File: src/rtl/keypad_scan_fifo.sv
// 4x4 keypad scanner with frame debounce and a small key-code FIFO read by a CPU strobe.
// Optional build macro KEYPAD_OVERFLOW_FLAG_EN adds a sticky overflow status bit.
module keypad_scan_fifo #(
  parameter int SCAN_DIV = 50000,
  parameter int DEBOUNCE = 4,
  parameter int DEPTH    = 4
) (
  input  logic       clk,
  input  logic       rst_n,
  output logic [3:0] rowwrite,
  input  logic [3:0] colread,
  input  logic       ack,
  input  logic       statusordata,
  output logic [3:0] keyout
);

  localparam int DIV_W = (SCAN_DIV > 1) ? $clog2(SCAN_DIV) : 1;
  localparam int DB_W  = $clog2(DEBOUNCE + 1);
  localparam int PTR_W = (DEPTH > 1) ? $clog2(DEPTH) : 1;
  localparam int CNT_W = PTR_W + 1;

  typedef enum logic [1:0] {S_IDLE, S_DEBOUNCE, S_HELD} state_t;

  // ---------------- column synchronizer ----------------
  // Resets to the released (pulled-up) level so no phantom press is seen.
  logic [1:0][3:0] col_sync;
  logic [3:0]      col_s;

  always_ff @(posedge clk or negedge rst_n) begin
    if (!rst_n) col_sync <= '1;
    else        col_sync <= {col_sync[0], colread};
  end
  assign col_s = col_sync[1];

  // ---------------- row scan ----------------
  logic [DIV_W-1:0] div_cnt;
  logic [1:0]       row;
  logic             slot_end;

  assign slot_end = (div_cnt == DIV_W'(SCAN_DIV - 1));
  assign rowwrite = ~(4'b0001 << row);

  always_ff @(posedge clk or negedge rst_n) begin
    if (!rst_n) begin
      div_cnt <= '0;
      row     <= 2'd0;
    end else if (slot_end) begin
      div_cnt <= '0;
      row     <= row + 2'd1;
    end else begin
      div_cnt <= div_cnt + DIV_W'(1);
    end
  end

  // ---------------- frame reduction ----------------
  logic       row_hit, frame_hit, cur_hit, frame_done;
  logic [1:0] row_col;
  logic [3:0] frame_code, cur_code;

  always_comb begin
    row_hit = 1'b0;
    row_col = 2'd0;
    for (int c = 3; c >= 0; c--) begin
      if (!col_s[c]) begin
        row_hit = 1'b1;
        row_col = 2'(c);
      end
    end
  end

  // Rows are visited in ascending order, so the first hit of a frame is its lowest code.
  assign cur_hit    = frame_hit | row_hit;
  assign cur_code   = frame_hit ? frame_code : {row, row_col};
  assign frame_done = slot_end && (row == 2'd3);

  always_ff @(posedge clk or negedge rst_n) begin
    if (!rst_n) begin
      frame_hit  <= 1'b0;
      frame_code <= 4'h0;
    end else if (slot_end) begin
      if (row == 2'd3) begin
        frame_hit  <= 1'b0;
        frame_code <= 4'h0;
      end else begin
        frame_hit  <= cur_hit;
        frame_code <= cur_code;
      end
    end
  end

  // ---------------- debounce FSM ----------------
  state_t          state, state_nxt;
  logic [3:0]      cand, cand_nxt;
  logic [DB_W-1:0] stable_cnt, stable_nxt;
  logic            push_req;

  always_ff @(posedge clk or negedge rst_n) begin
    if (!rst_n) begin
      state      <= S_IDLE;
      cand       <= 4'h0;
      stable_cnt <= '0;
    end else begin
      state      <= state_nxt;
      cand       <= cand_nxt;
      stable_cnt <= stable_nxt;
    end
  end

  always_comb begin
    state_nxt  = state;
    cand_nxt   = cand;
    stable_nxt = stable_cnt;
    push_req   = 1'b0;
    if (frame_done) begin
      case (state)
        S_IDLE: begin
          if (cur_hit) begin
            cand_nxt   = cur_code;
            stable_nxt = DB_W'(1);
            state_nxt  = S_DEBOUNCE;
          end
        end
        S_DEBOUNCE: begin
          if (!cur_hit) begin
            stable_nxt = '0;
            state_nxt  = S_IDLE;
          end else if (cur_code == cand) begin
            stable_nxt = stable_cnt + DB_W'(1);
            if (stable_cnt >= DB_W'(DEBOUNCE - 1)) begin
              push_req  = 1'b1;
              state_nxt = S_HELD;
            end
          end else begin
            cand_nxt   = cur_code;
            stable_nxt = DB_W'(1);
          end
        end
        S_HELD: begin
          if (!cur_hit) begin
            stable_nxt = '0;
            state_nxt  = S_IDLE;
          end
        end
        default: state_nxt = S_IDLE;
      endcase
    end
  end

  // ---------------- key FIFO ----------------
  logic [3:0]       mem [DEPTH];
  logic [PTR_W-1:0] rd_ptr, wr_ptr;
  logic [CNT_W-1:0] count;
  logic             ack_d, ack_rise, full, not_empty, push, pop, ovf;

  assign full      = (count == CNT_W'(DEPTH));
  assign not_empty = (count != '0);
  assign ack_rise  = ack & ~ack_d;
  // Only a data read consumes an entry; a status read leaves the queue alone.
  assign pop       = ack_rise & ~statusordata & not_empty;
  assign push      = push_req & ~full;

  always_ff @(posedge clk) begin
    if (push) mem[wr_ptr] <= cand;
  end

  always_ff @(posedge clk or negedge rst_n) begin
    if (!rst_n) begin
      rd_ptr <= '0;
      wr_ptr <= '0;
      count  <= '0;
      ack_d  <= 1'b0;
    end else begin
      ack_d <= ack;
      if (push) wr_ptr <= wr_ptr + PTR_W'(1);
      if (pop)  rd_ptr <= rd_ptr + PTR_W'(1);
      case ({push, pop})
        2'b10:   count <= count + CNT_W'(1);
        2'b01:   count <= count - CNT_W'(1);
        default: count <= count;
      endcase
    end
  end

`ifdef KEYPAD_OVERFLOW_FLAG_EN
  // A new overflow in the same cycle as a status read wins, so it is never lost.
  always_ff @(posedge clk or negedge rst_n) begin
    if (!rst_n)                        ovf <= 1'b0;
    else if (push_req && full)         ovf <= 1'b1;
    else if (ack_rise && statusordata) ovf <= 1'b0;
  end
`else
  assign ovf = 1'b0;
`endif

  always_comb begin
    keyout = 4'h0;
    if (statusordata)   keyout = {1'b0, full, ovf, not_empty};
    else if (not_empty) keyout = mem[rd_ptr];
  end

endmodule

File: config.mk
export PLATFORM = sky130hd
export DESIGN_NAME = keypad_scan_fifo
export DESIGN_NICKNAME = d
export VERILOG_FILES = /design/src/rtl/keypad_scan_fifo.sv
export SDC_FILE = /design/constraint.sdc
export NUM_CORES = 1
export LEC_CHECK = 0
export BUFFER_PORTS_ARGS = -buffer_cell sky130_fd_sc_hd__buf_2
export CORE_UTILIZATION = 50
export DETAILED_ROUTE_END_ITERATION = 10
export HOLD_SLACK_MARGIN = 0.08
export PLACE_DENSITY = 0.66
export SETUP_SLACK_MARGIN = 0.02
export SLEW_MARGIN = 25
export SYNTH_ARGS = -nofsm -noshare
export SYNTH_HDL_FRONTEND = slang
export SYNTH_SLANG_ARGS = --single-unit
File: constraint.sdc
create_clock -name clk -period 2.5 [get_ports clk]
set_clock_uncertainty 0.05 [all_clocks]
set_input_delay 0.5 -clock clk [delete_from_list [all_inputs] [get_ports clk]]
set_output_delay 0.5 -clock clk [all_outputs]
set_load 0.05 [all_outputs]
### Yosys cells after proc, flatten, opt, wreduce, memory -nomap -nowiden

Memories as Yosys holds them, arrays and structs flattened.
Index checks and enable logic that the tools add are counted.

| storage, ports and cells | value |
|---|---|
| flip-flop bits (word level) | 48 |
| bits in latches | 0 |
| bits in writable memories | 16 |
| memory bits (read-only) | 0 |
| bits of input ports | 8 |
| output and inout port bits | 8 |
| logic and storage cells | 92 |
| memories kept | 1 |

Memory list:

| name | words | width | read ports | clocked after Yosys merged registers in | write ports | RTL line | text |
|---|---|---|---|---|---|---|---|
| mem | 4 | 4 | 1 | 0 | 1 | 150 | `logic [3:0] mem [DEPTH];` |

| operators by class | value |
|---|---|
| add/sub/neg operators | 7 |
| $mul | 0 |
| divide/modulo/power cells | 0 |
| magnitude comparators | 1 |
| eq/ne operators | 14 |
| shifts and indexed selects | 1 |
| multiplexer cells | 37 |
| bitwise logic cells | 9 |
| reductions and logical operators | 9 |

Operators with widths:

| operator | count |
|---|---|
| 4-bit 2-to-1 mux | 7 |
| 2-bit 2-to-1 mux | 9 |
| 16-bit by 1-bit adder with 16-bit output (second input constant) | 1 |
| 16-bit == test (second input constant) | 1 |
| 16-bit 2-to-1 mux | 1 |
| 1-bit 2-to-1 mux | 12 |
| 3-bit 2-to-1 mux | 4 |
| 5-bit AND reduction | 2 |
| 3-bit one-hot mux with 3 select lines | 1 |
| 2-bit != test (second input constant) | 4 |
| 4-bit one-hot mux with 2 select lines | 1 |
| 2-bit by 1-bit adder with 2-bit output (second input constant) | 3 |
| 3-bit by 1-bit adder with 3-bit output (second input constant) | 2 |
| 2-bit == test (second input constant) | 3 |
| 3-bit != test (second input constant) | 2 |
| 2-bit one-hot mux with 3 select lines | 1 |
| 3-bit one-hot mux with 2 select lines | 1 |
| 3-bit nonzero test | 2 |
| 1-bit AND | 4 |
| 2-bit by 1-bit == test with 1-bit output (second input constant) | 2 |
| 4-bit == test | 1 |
| 4-bit NOT | 1 |
| 4-bit AND reduction | 1 |
| 2-bit nonzero test | 2 |
| other kinds (8) | 10 |

### Logic depth before layout (Yosys ltp)

| depth | value |
|---|---|
| depth after elaboration | 13 |
| mapped depth | 14 |
| mapped depth without buffers | 12 |

### Least setup slack after synthesis

Ideal clock, no wire load.

| timing path | value |
|---|---|
| path type | register to register |
| from | reg col_sync, in the netlist col_s[1] |
| to | reg count[2] |
| setup time | 0.079 ns |
| data arrival time | 2.524 ns |
| data required time | 2.371 ns |
| slack | -0.153 ns |
| stages on the path, launching flop included | 13 |
| buffers on the path | 1 |
| clock period less this slack | 2.653 ns |
| cell sequence | dfstp_2 > nand2_1 > or3_1 > and2_2 > and4_4 > buf_6 > inv_1 > ha_1 > inv_1 > fa_1 > xor2_1 > nor2_1 > xor2_1 |

| between the ends | value |
|---|---|
| longest elaborated chain between the ends | 11 |
| elaborated cells between the ends (all ways) | 16 |
| classes of those cells | eq/ne: 3; mux: 10; bitwise: 2; reduce/logical: 1 |

Ends and longest elaborated chain:

| item | RTL line | text |
|---|---|---|
| start, declared | 26 | `logic [1:0][3:0] col_sync;` |
| start signal, assigned | 31 | `else col_sync <= {col_sync[0], colread};` |
| 2-bit 2-to-1 mux (2 in a row) | 64 | `if (!col_s[c]) begin` |
| 4-bit 2-to-1 mux | 73 | `assign cur_code = frame_hit ? frame_code : {row, row_col};` |
| 4-bit == test | 127 | `end else if (cur_code == cand) begin` |
| 1-bit 2-to-1 mux | 127 |  |
| 1-bit 2-to-1 mux * | 124 | `if (!cur_hit) begin` |
| 1-bit 2-to-1 mux * | 115 | `case (state)` |
| 1-bit 2-to-1 mux * | 114 | `if (frame_done) begin` |
| 1-bit AND * | 160 | `assign push = push_req & ~full;` |
| 2-bit by 1-bit == test with 1-bit output or 2-bit == test (tied branches) | 176 | `case ({push, pop})` |
| 3-bit one-hot mux with 2 select lines or 2-bit nonzero test (tied branches) | -- |  |
| end signal, assigned | 177 | `2'b10: count <= count + CNT_W'(1);` |
| end signal, assigned | 178 | `2'b01: count <= count - CNT_W'(1);` |
| end signal, assigned | 179 | `default: count <= count;` |
| end, declared | 152 | `logic [CNT_W-1:0] count;` |

Every way passes the cells marked *; elsewhere a longest branch is shown, timed or not.
A chain may end at the register's enable or synchronous reset.

### Worst setup path after layout

| timing path | value |
|---|---|
| from | reg col_sync, in the netlist col_s[2] |
| to | reg count[1] |

| between the ends | value |
|---|---|
| longest elaborated chain between the ends | 12 |
| elaborated cells between the ends (all ways) | 18 |
| classes of those cells | eq/ne: 3; mux: 12; bitwise: 2; reduce/logical: 1 |

Ends and longest elaborated chain:

| item | RTL line |
|---|---|
| 2-bit 2-to-1 mux (3 in a row) | 64 |
| 4-bit 2-to-1 mux | 73 |
| 4-bit == test | 127 |
| 1-bit 2-to-1 mux | 127 |
| 1-bit 2-to-1 mux * | 124 |
| 1-bit 2-to-1 mux * | 115 |
| 1-bit 2-to-1 mux * | 114 |
| 1-bit AND * | 160 |
| 2-bit by 1-bit == test with 1-bit output or 2-bit == test (tied branches) | 176 |
| 3-bit one-hot mux with 2 select lines or 2-bit nonzero test (tied branches) | -- |

Marks and branches as above.

==> results.sh <==
export IMPL_hp_class="in2async"
export IMPL_die_area_mm2=0.00636
export IMPL_power_mw=2.27
export IMPL_p_clk_frac=0.334
export IMPL_cts_buffers=9
export IMPL_power_density_mw_per_mm2=651
export IMPL_finalMaxSlewViolations=0
export IMPL_tightestPinTransition_ns=0.611
export IMPL_die_h_um=79.7
export IMPL_relSlewSlack=0.593
export IMPL_final_cells=356
export IMPL_synthFlopType="dfrtp_1"
export IMPL_leakagePower_nw=1.47
export IMPL_path_max_fanout=2
export IMPL_drive_above_1_share=0.303
export IMPL_synth_area_leaders="dfrtp_1 (33%), edfxtp_1 (16%), dfstp_2 (7.0%)"
export IMPL_synth_cells=243
export IMPL_fin_crit_ns=2.46
export IMPL_yosysSeqAreaShare=0.560
export IMPL_max_vdd_ir_drop_uv=430
export IMPL_synth_edf_count=16
export IMPL_grt_start_max_net_pins=49
export IMPL_via_per_inst=5.13
export IMPL_gp_congestion=0.808
export IMPL_routed_wl_mm=5.01
export IMPL_avgSynthCellArea_um2=12.4
export IMPL_cts_clk_slew_worst_paths_ns=0.07
export IMPL_die_w_um=79.7
export IMPL_cts_tree="done"
export IMPL_fin_ws_ns=0.0448
export IMPL_internal_power_mw=1.63
export IMPL_numClockSinks=64
export IMPL_drc=0
export IMPL_start_kind="flop"
export IMPL_clk_latency_ns=0.34
export IMPL_start_util=0.532
export IMPL_p_switching_uw=644
export IMPL_hpwlAfterDp_mm=3.56
export IMPL_worst_ep_arrival_time_ns=2.67
export IMPL_yosysMostFrequentCell="dfrtp_1"
export IMPL_fin_crit_sh=0.982
export IMPL_ant_nets=0
export IMPL_area_growth_pct=15.5
export IMPL_post_dp_cell_area_mm2=0.00328
export IMPL_p_comb_frac=0.139
export IMPL_rsz0062_at_grt="true"
export IMPL_hold_viol_final=0
export IMPL_num_rows=27
export IMPL_fillers=471
export IMPL_root_buffer="clkbuf_8"
export IMPL_cp_end_kind="flop"
export IMPL_path_class="reg2reg"
export IMPL_antennaDiodeCount=0
export IMPL_grt_use_total=0.196
export IMPL_final_area_mm2=0.00349
export IMPL_async_flop_share=0.750
export IMPL_overflow=0
export IMPL_htreeDepth=3
export IMPL_synth_seq_cells=64
export IMPL_tns_ns=0
export IMPL_coreArea_mm2=0.00568
export IMPL_wl_per_cell_um=14.1
export IMPL_synth_cell_type_count=51
export IMPL_cp_required_ns=2.72
export IMPL_reg2reg_depth=10
export IMPL_yosys_warnings=0
export IMPL_firstDrtPassIters=3
export IMPL_grt_pass1_wl_mm=9.09
export IMPL_pwr_share_seq=0.527
export IMPL_synth_largest_area_cell="dfrtp_1"
export IMPL_synthTopCellsByCount="dfrtp_1 (40), inv_1 (23), nor2_1 (20)"
export IMPL_dp_cells=338
export IMPL_antenna_found_initial=0
export IMPL_fmax_ghz=0.407
export IMPL_io_pins=16
export IMPL_synth_nets=268
export IMPL_drt_iter0_markers=61
export IMPL_setup_viol=0
export IMPL_p_sw_frac=0.283
export IMPL_status="finished, final reports clean"
export IMPL_vias=1827
export IMPL_clk_path_buf_depth=2
export IMPL_port_buffers=15
export IMPL_grt_pass1_vias=2037
export IMPL_drv_cap=0
export IMPL_nNetsFinal=304
export IMPL_synth_top_area_frac=0.331
export IMPL_dp_slack_ns=-0.0172
export IMPL_synth_area_mm2=0.00302
export IMPL_rrSetupSlack_ns=0.04
## final cells by class
| class | count | area, um2 | share of cell area |
|---|---|---|---|
| clock buffers | 10 | 138 | 0.0394 |
| multi-input cells | 150 | 1250 | 0.359 |
| repair buffers | 30 | 188 | 0.0538 |
| clock inverters | 6 | 35.0 | 0.0100 |
| flip-flops and latches | 64 | 1690 | 0.485 |
| inverters | 24 | 92.6 | 0.0265 |
| well taps | 72 | 90.1 | 0.0258 |
## sequential cells by signal, indices dropped and copies added, names as in the netlist
signal,flops
cand,4
mem,16
row,2
stable_cnt,3
col_sync,4
state,2
frame_code,4
div_cnt,16
rd_ptr,2
count,3
col_s,4
frame_hit,1
ack_d,1
wr_ptr,2
## metal layers
metal  global-route usage  vias to the layer above  part of all wire
met3               0.0651                        9             0.034
li1                     -                      905                 -
met4               0.0709                        0             0.016
met2                0.349                       24              0.51
met1                0.215                      889              0.44
met5                    0                        -                 0
## power by group through the flow
stage          clock, mW  combinational (mW)  sequential (mW)
5_1_grt            0.825               0.349             1.21
3_3_place_gp           0               0.292             1.21
2_1_floorplan          0               0.246             1.18
3_5_place_dp           0               0.307             1.22
6_report           0.759               0.316             1.20
4_1_cts            0.783               0.310             1.20
## critical path, cell delays in order (launching register included)
cell     delay [ns]
dfstp_2        0.52
or2b_1         0.26
a31oi_4        0.19
xnor2_2        0.14
and3_4         0.20
and4_4         0.22
inv_4          0.04
ha_4           0.15
inv_2          0.05
fa_2           0.43
o21ai_2        0.14
## path summary, 6_finish.rpt
path / from / end
worst max-delay path: col_s[2] / count[1]
worst min-delay path: rst_n / wr_ptr[0]
worst max register to register: col_s[2] / count[1]
worst min register to register: col_sync[2] / col_s[2]
max in group asynchronous: rst_n / rd_ptr[0]
min in group clk: colread[1] / col_sync[1]
## kinds of logic after synthesis
kind of cell | Yosys count | share of synthesized area
AOI/OAI and AO/OA | 24 | 0.0584
xor gates and xnor gates | 25 | 0.0750
adders and majority gates | 17 | 0.0729
buffers and inverters | 29 | 0.0410
DFF | 64 | 0.560
muxes | 14 | 0.0667
and+or+nand+nor | 70 | 0.126
## cells in the final DEF, fill, tap and decap left out, types with 2 or more instances in the layout
cell / instances
nand3_1: 10
clkbuf_8: 10
xnor2_2: 2
o21ai_0: 7
nand2_1: 11
nand4_1: 3
a21oi_1: 3
xor2_1: 14
buf_4: 15
mux2i_1: 6
nor4bb_1: 2
and2_2: 4
dfrtp_1: 38
nor2_1: 20
mux2_2: 2
nor3_1: 2
dfstp_2: 8
clkinvlp_4: 3
a22o_1: 2
xnor2_1: 9
edfxtp_1: 16
inv_1: 21
nor4b_1: 2
dfrtp_2: 2
nor3b_2: 2
buf_2: 15
clkinv_1: 2
inv_2: 2
mux4_2: 4
ha_1: 15
and3_1: 3
## through the flow
stage	hold slack, ns	util
after CTS	0.194	0.612
after global routing	0.194	0.615
final	0.196	0.615
after detailed placement	0.297	0.578
after floorplan	0.154	-
after global placement	0.296	0.578
## what timing repair did
| item | in CTS | in global routing |
|---|---|---|
| endpoints found under the setup margin | 2 | 3 |
| gates resized for setup | 3 | 3 |
| hold buffers | 0 | 0 |
| pin swaps | 4 | 2 |
| buffers inserted | 1 | 1 |
Note: power is estimated with default switching activity, not from simulation.
